$ cat src/rtl/sha_pad.sv
// sha_pad: SHA-256 padder feeding sha_core 16 words per block; SHA_PAD_BSWAP_EN selects little-endian msg_dat.
// Latency: one cycle from msg handshake (or pad slot) to core_vld; a single INIT cycle precedes the first word.
// Backpressure: msg_rdy only in data slots (stalls insert bubbles); each block waits for core_done.
module sha_pad #(
    parameter int LEN_W = 16
) (
    input  logic             CLK_I,
    input  logic             RST_I,
    input  logic             start,
    input  logic [LEN_W-1:0] msg_len,
    input  logic [31:0]      msg_dat,
    input  logic             msg_vld,
    output logic             msg_rdy,
    output logic             busy,
    output logic             pad_done,
    output logic             core_init,
    output logic             core_vld,
    output logic [31:0]      core_din,
    input  logic             core_done
);

    // block counter holds up to floor((2^LEN_W+7)/64), one bit wider than LEN_W-5
    localparam int BLK_W = LEN_W - 4;

    typedef enum logic [2:0] {
        IDLE,
        INIT,
        SEND,
        WAIT,
        DONE
    } state_t;

    state_t           state;
    logic [LEN_W-1:0] len_q;
    logic [LEN_W-3:0] nw_q;
    logic [1:0]       r_q;
    logic [BLK_W-1:0] nb_m1_q;
    logic [BLK_W-1:0] blk;
    logic [3:0]       wcnt;

    logic [LEN_W:0]   len_p8;
    logic [LEN_W-1:0] g;
    logic [LEN_W-1:0] nw_ext;
    logic [63:0]      bitlen;
    logic [31:0]      src_word;
    logic             last_blk;
    logic             is_tail;
    logic             in_slot;
    logic             emit;
    logic [31:0]      data_word;
    logic [31:0]      pad_word;

    assign len_p8   = {1'b0, msg_len} + (LEN_W+1)'(8);
    assign g        = {blk, wcnt};
    assign nw_ext   = {2'b00, nw_q};
    assign bitlen   = {{(61-LEN_W){1'b0}}, len_q, 3'b000};
    assign last_blk = (blk == nb_m1_q);
    assign is_tail  = (g == nw_ext);

`ifdef SHA_PAD_BSWAP_EN
    assign src_word = {msg_dat[7:0], msg_dat[15:8], msg_dat[23:16], msg_dat[31:24]};
`else
    assign src_word = msg_dat;
`endif

    // decode the current slot: input-sourced (full or tail word) versus generated pad/length word
    always_comb begin
        in_slot   = (g < nw_ext) || (is_tail && (r_q != 2'd0));
        emit      = in_slot ? msg_vld : 1'b1;
        data_word = src_word;
        if (is_tail) begin
            case (r_q)
                2'd1:    data_word = {src_word[31:24], 8'h80, 16'h0000};
                2'd2:    data_word = {src_word[31:16], 8'h80, 8'h00};
                2'd3:    data_word = {src_word[31:8], 8'h80};
                default: data_word = src_word;
            endcase
        end
        pad_word = 32'h0000_0000;
        if (is_tail)
            pad_word = 32'h8000_0000;
        else if (last_blk && (wcnt == 4'd14))
            pad_word = bitlen[63:32];
        else if (last_blk && (wcnt == 4'd15))
            pad_word = bitlen[31:0];
    end

    // the source is only asked for data while a data slot is being filled
    assign msg_rdy = (state == SEND) && in_slot;

    // control FSM with registered core-side outputs
    always_ff @(posedge CLK_I) begin
        if (RST_I) begin
            state     <= IDLE;
            busy      <= 1'b0;
            pad_done  <= 1'b0;
            core_init <= 1'b0;
            core_vld  <= 1'b0;
            core_din  <= 32'h0;
            len_q     <= '0;
            nw_q      <= '0;
            r_q       <= 2'd0;
            nb_m1_q   <= '0;
            blk       <= '0;
            wcnt      <= 4'd0;
        end else begin
            core_init <= 1'b0;
            core_vld  <= 1'b0;
            pad_done  <= 1'b0;
            case (state)
                IDLE, DONE: begin
                    state <= IDLE;
                    if (start) begin
                        len_q     <= msg_len;
                        nw_q      <= msg_len[LEN_W-1:2];
                        r_q       <= msg_len[1:0];
                        nb_m1_q   <= BLK_W'(len_p8 >> 6);
                        blk       <= '0;
                        wcnt      <= 4'd0;
                        busy      <= 1'b1;
                        core_init <= 1'b1;
                        state     <= INIT;
                    end
                end
                INIT: begin
                    state <= SEND;
                end
                SEND: begin
                    if (emit) begin
                        core_vld <= 1'b1;
                        core_din <= in_slot ? data_word : pad_word;
                        wcnt     <= wcnt + 4'd1;
                        if (wcnt == 4'd15)
                            state <= WAIT;
                    end
                end
                WAIT: begin
                    if (core_done) begin
                        if (last_blk) begin
                            pad_done <= 1'b1;
                            busy     <= 1'b0;
                            state    <= DONE;
                        end else begin
                            blk   <= blk + BLK_W'(1);
                            state <= SEND;
                        end
                    end
                end
                default: state <= IDLE;
            endcase
        end
    end

endmodule
$ cat config.mk
export PLATFORM = sky130hd
export DESIGN_NAME = sha_pad
export DESIGN_NICKNAME = d
export VERILOG_FILES = /design/src/rtl/sha_pad.sv
export SDC_FILE = /design/constraint.sdc
export NUM_CORES = 1
export LEC_CHECK = 0
export ABC_AREA = 1
export ABC_CLOCK_PERIOD_IN_PS = 1830
export CAP_MARGIN = 15
export CORE_MARGIN = 2
export CORE_UTILIZATION = 40
export CTS_BUF_LIST = sky130_fd_sc_hd__clkbuf_4 sky130_fd_sc_hd__clkbuf_8
export DETAILED_ROUTE_END_ITERATION = 10
export GPL_TIMING_DRIVEN = 0
export MAX_ROUTING_LAYER = met4
export PLACE_DENSITY = 0.67
export SYNTH_ARGS = -nofsm -noshare
export SYNTH_HDL_FRONTEND = slang
export SYNTH_SLANG_ARGS = --single-unit
$ cat constraint.sdc
create_clock -name CLK_I -period 1.83 [get_ports CLK_I]
set_input_delay 0.183 -clock CLK_I [delete_from_list [all_inputs] [get_ports CLK_I]]
set_output_delay 0.183 -clock CLK_I [all_outputs]
set_load 0.02 [all_outputs]
Word level (Yosys, flattened, before mapping)
Index checks and enable logic that the tools add are counted.
{"block": "word_totals", "register_bits": 98, "in_bits": 53, "word_cells": 83}
{"block": "classes", "addsub": 3, "order_cmp": 1, "n_eq_ne": 17, "muxes": 27, "bitwise_logic": 4, "n_reduce_logical": 19}
{"op": "case mux 24 bit (3 select lines)", "n": 1}
{"op": "two-way mux 32 bit", "n": 2}
{"op": "two-way mux 19 bit", "n": 2}
{"op": "two-way mux 12 bit", "n": 3}
{"op": "two-way mux 24 bit", "n": 1}
{"op": "case mux 12 bit (2 select lines)", "n": 1}
{"op": "adder 16 x 4 -> 17 bit, second input constant", "n": 1}
{"op": "== test 16 x 14 -> 1 bit", "n": 1}
{"op": "less-than comparator 16 x 14 -> 1 bit", "n": 1}
{"op": "adder 12 x 1 -> 12 bit, second input constant", "n": 1}
{"op": "== test 12 x 11 -> 1 bit", "n": 1}
{"op": "two-way mux 3 bit", "n": 4}
{"op": "inequality test 2 bit, second input constant", "n": 6}
{"op": "case mux 3 bit (4 select lines)", "n": 1}
{"op": "== test 4 bit, second input constant", "n": 2}
{"op": "two-way mux 1 bit", "n": 8}
{"op": "two-way mux 4 bit", "n": 2}
{"op": "case mux 4 bit (2 select lines)", "n": 1}
{"op": "AND reduction 4 bit", "n": 2}
{"op": "== test 3 x 2 -> 1 bit, second input constant", "n": 2}
{"op": "AND reduction 3 bit", "n": 2}
{"op": "nonzero test 2 bit", "n": 3}
{"op": "OR reduction 2 bit", "n": 3}
{"op": "adder 4 x 1 -> 4 bit, second input constant", "n": 1}
{"op": "11 further kinds", "n": 19}

Longest topological paths before layout
Gate-level depths: netlist of run 1.
{"block": "depth", "word_depth": 6, "depth_mapped": 18, "mapped_depth_nobuf": 18}

Worst setup path after synthesis of run 1
OpenSTA, ideal clock, no wires.
{"block": "synth_timing", "path_type": "register to register", "start": "register, netlist name len_q[9]", "end": "register core_din[17]", "setup_time_ns": 0.111, "t_arrival_ns": 1.759, "required_time_ns": 1.719, "setup_slack_ns": -0.041, "stages_incl_launch_ff": 16, "synth_period_minus_slack_ns": 1.871, "path_cell_list": "dfxtp_1 inv_1 ha_1 nand2_1 nor2_1 and2_1 nand2_1 clkinv_2 nand2_4 nand2_4 inv_1 buf_2 nand3_1 nand2_1 nor2_1 nor2_1"}
{"element": "to (signal assigned)", "line": "131", "source": "core_din <= in_slot ? data_word : pad_word;"}
{"element": "to (decl)", "line": "18", "source": "output logic [31:0] core_din,"}

==> results of run 1 <==
[synth_stat cells (4+ instances only)]
cell type  number
ha_1           17
o22ai_1         7
a21oi_1        32
nand2_1       208
o32ai_1         4
inv_1          88
nor2_1        101
nand4_1         9
xor2_1          6
dfxtp_1        82
nor3_1          6
o21ai_0        29
clkbuf_1        7
nand2_4         4
buf_6           5
o21ai_1         5
nand3_1        54
[worst min path at each step]
stage	cells past startpoint	endpoint	startpoint
after floorplan	2	len_q[4]$_SDFFE_PP0P_	msg_len[4]
after global placement	2	core_din[29]$_SDFFE_PP0P_	core_din[29]$_SDFFE_PP0P_
after detailed placement	2	core_din[26]$_SDFFE_PP0P_	core_din[26]$_SDFFE_PP0P_
after CTS	3	core_din[28]$_SDFFE_PP0P_	msg_dat[28]
after global routing	3	core_din[28]$_SDFFE_PP0P_	msg_dat[28]
final	3	core_din[28]$_SDFFE_PP0P_	msg_dat[28]
[cell families (layout without fill, tap and decap cells)]
logic type,count (synthesis),in the layout,share of synthesized area [%]
flip-flops,82,82,36.17
AO/OA/AOI/OAI,80,80,9.732
buffers and inverters,111,279,10.64
adder cells (fa/ha/maj),17,17,4.687
XOR/XNOR,9,9,1.737
AND/OR/NAND/NOR,395,396,37.03
[worst register-to-register path, delay by kind of cell, from the launching register on]
kind / cells / cell delay [ns]
adder cells (fa/ha/maj): 1 / 0.28
buffers and inverters: 5 / 0.53
flip-flops: 1 / 0.35
AND/OR/NAND/NOR: 9 / 0.89
[report_power, final]
group | total (mW) | switching, mW | internal (mW)
clock network | 1.44 | 0.778 | 0.657
logic | 6.84 | 3.65 | 3.19
registers | 2.58 | 0.328 | 2.25
[sequential cells by signal, indices dropped and copies added (netlist names)]
signal,flops
core_din,32
len_q,16
blk,12
nb_m1_q,11
wcnt,4
state,3
busy,1
core_init,1
core_vld,1
pad_done,1
[final cells by class]
cell class                 instances  area (sq um)  share of cell area (%)
tap                              140         175.2                   2.435
buffer                            21         185.2                   2.574
multi-input combinational        502          3089                   42.94
inverter                          90         360.3                   5.009
sequential                        82          1708                   23.74
timing repair buffer             152          1470                   20.43
clock buffer                       9         123.9                   1.722
clock inverter                     7         82.58                   1.148
[per-layer routing]
metal | vias up | share of wire [%]
li1 | 2525 | -
met1 | 2374 | 41
met5 | - | 0
met4 | 0 | 2.0
met3 | 28 | 5.0
met2 | 158 | 52
[through the flow]
step / util (%) / hold slack, ns / power (mW) / cells
floorplan: - / 0.2956 / 5.491 / 694
CTS: 58.15 / 0.3433 / 9.201 / 970
global route: 65.79 / 0.3396 / 11.55 / 1003
detailed placement: 51.56 / 0.4575 / 6.850 / 923
global placement: 51.56 / 0.4509 / 6.726 / 923
finish: 65.79 / 0.3536 / 10.86 / 1003
[timing repair]
item                                    4_1_cts  5_1_grt
endpoints found under the setup margin       76       71
cloned                                        4        5
gates resized for setup                      91      167
pin swaps                                    18       53
setup buffers                                29       30
==> results.md, run 1 <==
* CP Cell Sequence: inv_2 > ha_4 > nand2_4 > nor3_4 > nand2_2 > clkinv_4 > nand2_4 > nand2_8 > buf_12 > nand2_8 > inv_4 > buf_6
* Antenna cells at 0
* RR Startpoint: len_q[13]$_SDFFE_PP0P_
* Top FF cell, synth: dfxtp_1
* Later-pin clock latency in the skew report at 0.38 ns
* Critical path startpoint category: flop
* Most frequent cells in the layout: nand2_1, clkdlybuf4s50_1, nor2_1, inv_1, dfxtp_1
* Hold_buf cts at 0
* Setup TNS at -7.148 ns
* Status: complete, but fails checks
* Vias at about 5.1k
* Initial drt markers at roughly 330
* Worst Setup End Kind: output port
* Clk sinks at 82
* R2R setup slack at -0.25 ns
* Critical path buffers and inverters at 5
* Die Y at approximately 110 microns
* Full die area at between 10000 and 15000 sq um
* Vias in the first global route at 4819
* Final Cell Area at a little over 7000 sq um
* IO Port Bufs at between 80 and 90
* Fill cell count at around 950
* Core area at around 11000 sq um
* Clock skew at about 0.012 ns
* Rows at 38
* DP HPWL at roughly 10000 microns
* Clock buffer depth at 2
* CP arrival at about 2.0 ns
* Antenna violations before repair at 0
* Die extent in x at approximately 110 microns
* CTS Buf Count at 9
* Nets at just over 900
* GRT overflow at 0
* Total global-route track usage at a little under a quarter
* Syn Nets at approximately 760
* H-tree depth at 3
* Pwr per Cell Area at between 1500 and 2000 nW/um^2
* Max-slew violation count at 0
* I/O Pins at 90
* GRT met3 Usage at between 5 and 6%
* Synthesized area at about 4500 sq um
* Worst endpoint required time at 1.65 ns
* Root buffer cell: clkbuf_8
* CP max FO at 3
* Reg2reg path depth at 15
* Antenna Nets Post-Route at 0
* Crit. Startpoint: len_q[13]$_SDFFE_PP0P_
* Tightest Hold Check Type: in2reg
* Max cap viols at 0
* Leading area contributor after synthesis: dfxtp_1
* Sequential-to-total area share from yosys stat at between 30% and 40%
* Top cells by area, synth: dfxtp_1, nand2_1, nor2_1
* Final cycle utilization of the critical path at 118.3%
* CP endpoint: msg_rdy
* RSZ-0062 raised after global routing: true
* Reg-to-Reg End: core_din[18]$_SDFFE_PP0P_
* Worst VDD drop at between 0.9 and 1 mV
* Met1 Usage GRT at a little over a quarter
* Post-layout min period at ~2.2 ns
* Post-Place Cell Area at 5638 sq um
* Max incr delay on CP at 0.35 ns
* Avg Cell Area, Syn at roughly 6.5 sq um
* Final worst slack at -0.3349 ns
* Crit Path Category: reg2out
* Gpl congestion at approximately 0.9
* Area Growth Syn to Fin at 58.53%
* DRC Markers at 0
* First-pass GRT wire length at ~23000 microns
* GRT Max-Usage Layer: met2
* Seq cells post-synth at slightly above 80
* Placement Setup Slack at -0.7351 ns
* LEAKAGE at slightly above 3 nW
* Most common cell after layout, fill and taps aside: nand2_1
* Clk slew on worst S/H paths at approximately 0.10 ns
* DRT Pass-1 Iters at 5
* Vias per cell at 5.070
* EDFF count, synth at 0
* CP max-delay cell: dfxtp_2
* Count of final hold-check violations at 0
* Top-area cell type share of the netlist area at 36.17%
* Worst-Margin Slew at 0.5168 ns
* Layout cell share with drive strength beyond 1 at 31.98%
* Synth async-reset ratio at 0%
* Family with the most delay on the worst path: simple AND/OR/NAND/NOR gates
* Yosys warns at 0
* Synthesized instance count at 694
* FMAX at 0.4619 GHz
* CTS tree: done
* Critical path depth at 12
* Slew HR at about two thirds
* Final setup fails at 40
* Initial Util at between 40 and 50%
* Routed length per instance at approximately 15 microns
* Pin count of the biggest net entering global routing at 17
* M2 GR Usage at just over 40%
* Total Wirelength at between 15000 and 20000 microns
* Failing checks: negative setup slack
* Unique cell type count in the Yosys netlist at 36
Note: power is estimated with default switching activity, not from simulation.
==> run 2: changes to the inputs <==
--- a/config.mk
+++ b/config.mk
@@ -11,6 +11,7 @@
 export CORE_MARGIN = 2
 export CORE_UTILIZATION = 40
 export CTS_BUF_LIST = sky130_fd_sc_hd__clkbuf_4 sky130_fd_sc_hd__clkbuf_8
+export CTS_CLUSTER_DIAMETER = 60
 export DETAILED_ROUTE_END_ITERATION = 10
 export GPL_TIMING_DRIVEN = 0
 export MAX_ROUTING_LAYER = met4
==> results of run 2 <==
No change in the layout: final DEF, timing and power equal those of run 1.
==> run 3: changes to the inputs <==
--- a/config.mk
+++ b/config.mk
@@ -19,3 +19,4 @@
 export SYNTH_ARGS = -nofsm -noshare
 export SYNTH_HDL_FRONTEND = slang
 export SYNTH_SLANG_ARGS = --single-unit
+export TNS_END_PERCENT = 10
==> results.md, run 3 (synthesis gave the netlist of run 1 again) <==
* Most flop-heavy register: core_din
* Slew HR at between 60% and 70%
* Layout cell share with drive strength beyond 1 at between 10% and 20%
* IO Port Bufs at between 80 and 90
* Rows at 38
* Switching power at 4.036 mW
* Final Cell Area at 6464 sq um
* CTS tree: done
* Final non-filler cell total at about 970
* P_int at between 5 and 6 mW
* Status: complete, but fails checks
* Register area at 1700 sq um
* Area of the multi-input gates at 2729 sq um
* Die Y at approximately 110 microns
* Reg2reg path depth at 11
* Worst VDD drop at between 0.8 and 0.9 mV
* CP Cell Sequence: inv_2 > ha_1 > nand2_1 > nor2_2 > and2_4 > nand2_2 > clkinv_4 > nand2_4 > nand2_8 > buf_12 > nand2_8 > inv_2 > buf_6
* Family with the most delay on the worst path: simple AND/OR/NAND/NOR gates
* Largest regs: core_din x32, len_q x16, blk x12
* Pin count of the biggest net entering global routing at 15
* RR Startpoint: len_q[6]$_SDFFE_PP0P_
* Worst Setup End Kind: output port
* Later-pin clock latency in the skew report at 0.38 ns
* Nets at about 890
* Routed length per instance at 14.35 microns
* Worst endpoint required time at about 1.7 ns
* Worst-Margin Slew at around 0.54 ns
* Core area at around 11000 sq um
* Clk slew on worst S/H paths at ~0.09 ns
* Seq pwr share at between 20% and 30%
* Initial drt markers at between 200 and 300
* GRT overflow at 0
* CP arrival at 1.99 ns
* Flip-flop count of the largest register after layout at 32
* Max cap viols at 0
* Vias per cell at between 4 and 5
* CTS Buf Count at 9
* FMAX at about 0.46 GHz
* H-tree depth at 3
* Antenna violations before repair at 0
* Final worst slack at -0.3430 ns
* DP HPWL at around 10000 microns
* Pwr per Cell Area at roughly 1400 nW/um^2
* Max incr delay on CP at between 0.3 and 0.4 ns
* Tightest Hold Check Type: in2reg
* Max-slew violation count at 0
* Most common cell after layout, fill and taps aside: nand2_1
* Hold Path Sink: core_din[26]$_SDFFE_PP0P_
* Critical path startpoint category: flop
* Total Wirelength at roughly 14000 microns
* Clock buffer depth at 2
* DRC Markers at 0
* Count of final hold-check violations at 0
* LEAKAGE at between 2 and 3 nW
* Hold_buf cts at 0
* CP max-delay cell: dfxtp_2
* Initial Util at 41.50%
* Gpl congestion at ~0.89
* Sw Share at between 40% and 50%
* Crit Path Category: reg2out
* Final setup fails at 50
* Clock power share at 14.6%
* R2R setup slack at -0.28 ns
* Most frequent cells in the layout: nand2_1, nor2_1, clkdlybuf4s50_1, inv_1, dfxtp_1
* Antenna Nets Post-Route at 0
* Reg-to-Reg End: core_din[1]$_SDFFE_PP0P_
* Post-layout min period at approximately 2.2 ns
* I/O Pins at 90
* Post-Place Cell Area at 5637 sq um
* Vias in the first global route at around 4.7k
* Worst Min Path Start: msg_dat[26]
* Die extent in x at 110.5 microns
* Critical path buffers and inverters at 5
* Final cycle utilization of the critical path at 118.7%
* Clock skew at 0.01276 ns
* Hold Path Depth at 3
* Full die area at around 12000 sq um
* CP max FO at 4
* Vias at 4808
* Root buffer cell: clkbuf_8
* Area Growth Syn to Fin at 42.43%
* RSZ-0062 raised after global routing: true
* Failing checks: negative setup slack
* Total global-route track usage at 23.40%
* First-pass GRT wire length at 22770 microns
* Gate power share at about 58%
* Inst Count DP at 923
* Fill cell count at about 1.1k
* DRT Pass-1 Iters at 5
* Antenna cells at 0
* Clk sinks at 82
run 3: cell types whose count changed in the layout (fill, tap and decap cells not counted), moves of 6 or more:
cell	before	now
a21oi_2	19	4
nor2_2	10	4
inv_1	66	73
nand3_1	46	53
buf_4	43	21
nand2_4	15	6
a21oi_1	11	27
nand2_2	28	9
buf_6	24	17
nand2_1	168	198
nor2_1	86	92
run 3: worst register-to-register path: stages (launching register included):
cell and delay, ns:
dfxtp_2 0.33, inv_1 0.05, ha_1 0.29, nand2_2 0.10
nor2_4 0.04, and2_4 0.14, nand2_2 0.11, clkinv_4 0.07
buf_4 0.15, a21oi_1 0.42, nand2_1 0.12, o21ai_0 0.19
run 3: worst max path at each step:
stage	start	end	slack (ns)	cells after the start
floorplan	len_q[8]$_SDFFE_PP0P_	core_din[18]$_SDFFE_PP0P_	-0.003	15
global placement	blk[1]$_SDFFE_PP0P_	msg_rdy	-0.72	12
detailed placement	len_q[13]$_SDFFE_PP0P_	msg_rdy	-0.76	11
CTS	len_q[14]$_SDFFE_PP0P_	msg_rdy	-0.34	12
global route	wcnt[0]$_SDFFE_PP0P_	msg_rdy	-0.43	13
finish	wcnt[0]$_SDFFE_PP0P_	msg_rdy	-0.34	13
run 3: metrics by stage:
stage | setup slack, ns | setup TNS, ns | hold WS [ns] | util [%] | power, mW
after floorplan | -0.003340 | -0.003340 | 0.2956 | - | 5.488
after global routing | -0.4306 | -15.04 | 0.3516 | 59.11 | 9.928
after CTS | -0.3435 | -8.262 | 0.3478 | 57.97 | 9.050
after global placement | -0.7166 | -20.57 | 0.4507 | 51.54 | 6.729
final | -0.3430 | -9.078 | 0.3606 | 59.11 | 9.285
after detailed placement | -0.7566 | -22.62 | 0.4594 | 51.54 | 6.845
run 3: area by class of cell:
class / count / area share [%]
Clock inverter: 4 / 0.5226
Sequential cell: 82 / 26.31
Buffer: 21 / 2.575
Timing Repair Buffer: 119 / 17.81
Inverter: 90 / 5.304
Tap cell: 140 / 2.710
Clock buffer: 12 / 2.555
Multi-Input combinational cell: 501 / 42.22
run 3: what timing repair did:
| action | 4_1_cts | 5_1_grt |
|---|---|---|
| pin swaps | 28 | 12 |
| cloned | 1 | 0 |
| endpoints found under the setup margin | 74 | 75 |
| endpoints found under the hold margin | 0 | 0 |
| buffers inserted | 27 | 3 |
| resized for setup | 90 | 29 |
run 3: power groups by stage:
stage                     sequential, mW  combinational [mW]  clock (mW)
final                               2.57                5.36        1.36
after global routing                2.62                5.86        1.45
after global placement              2.56                4.16           0
after floorplan                     2.80                2.69           0
after detailed placement            2.59                4.26           0
after CTS                           2.55                5.12        1.38
run 3: layer usage:
| layer | wire length (microns) | part of all wire [%] | vias to the layer above | track usage, % |
|---|---|---|---|---|
| met5 | 0 | 0 | - | - |
| met4 | 141 | 1.0 | 0 | 5.083 |
| met3 | 797 | 5.7 | 15 | 5.379 |
| met2 | 6956 | 50 | 149 | 41.64 |
| met1 | 6009 | 43 | 2196 | 26.86 |
| li1 | - | - | 2448 | - |
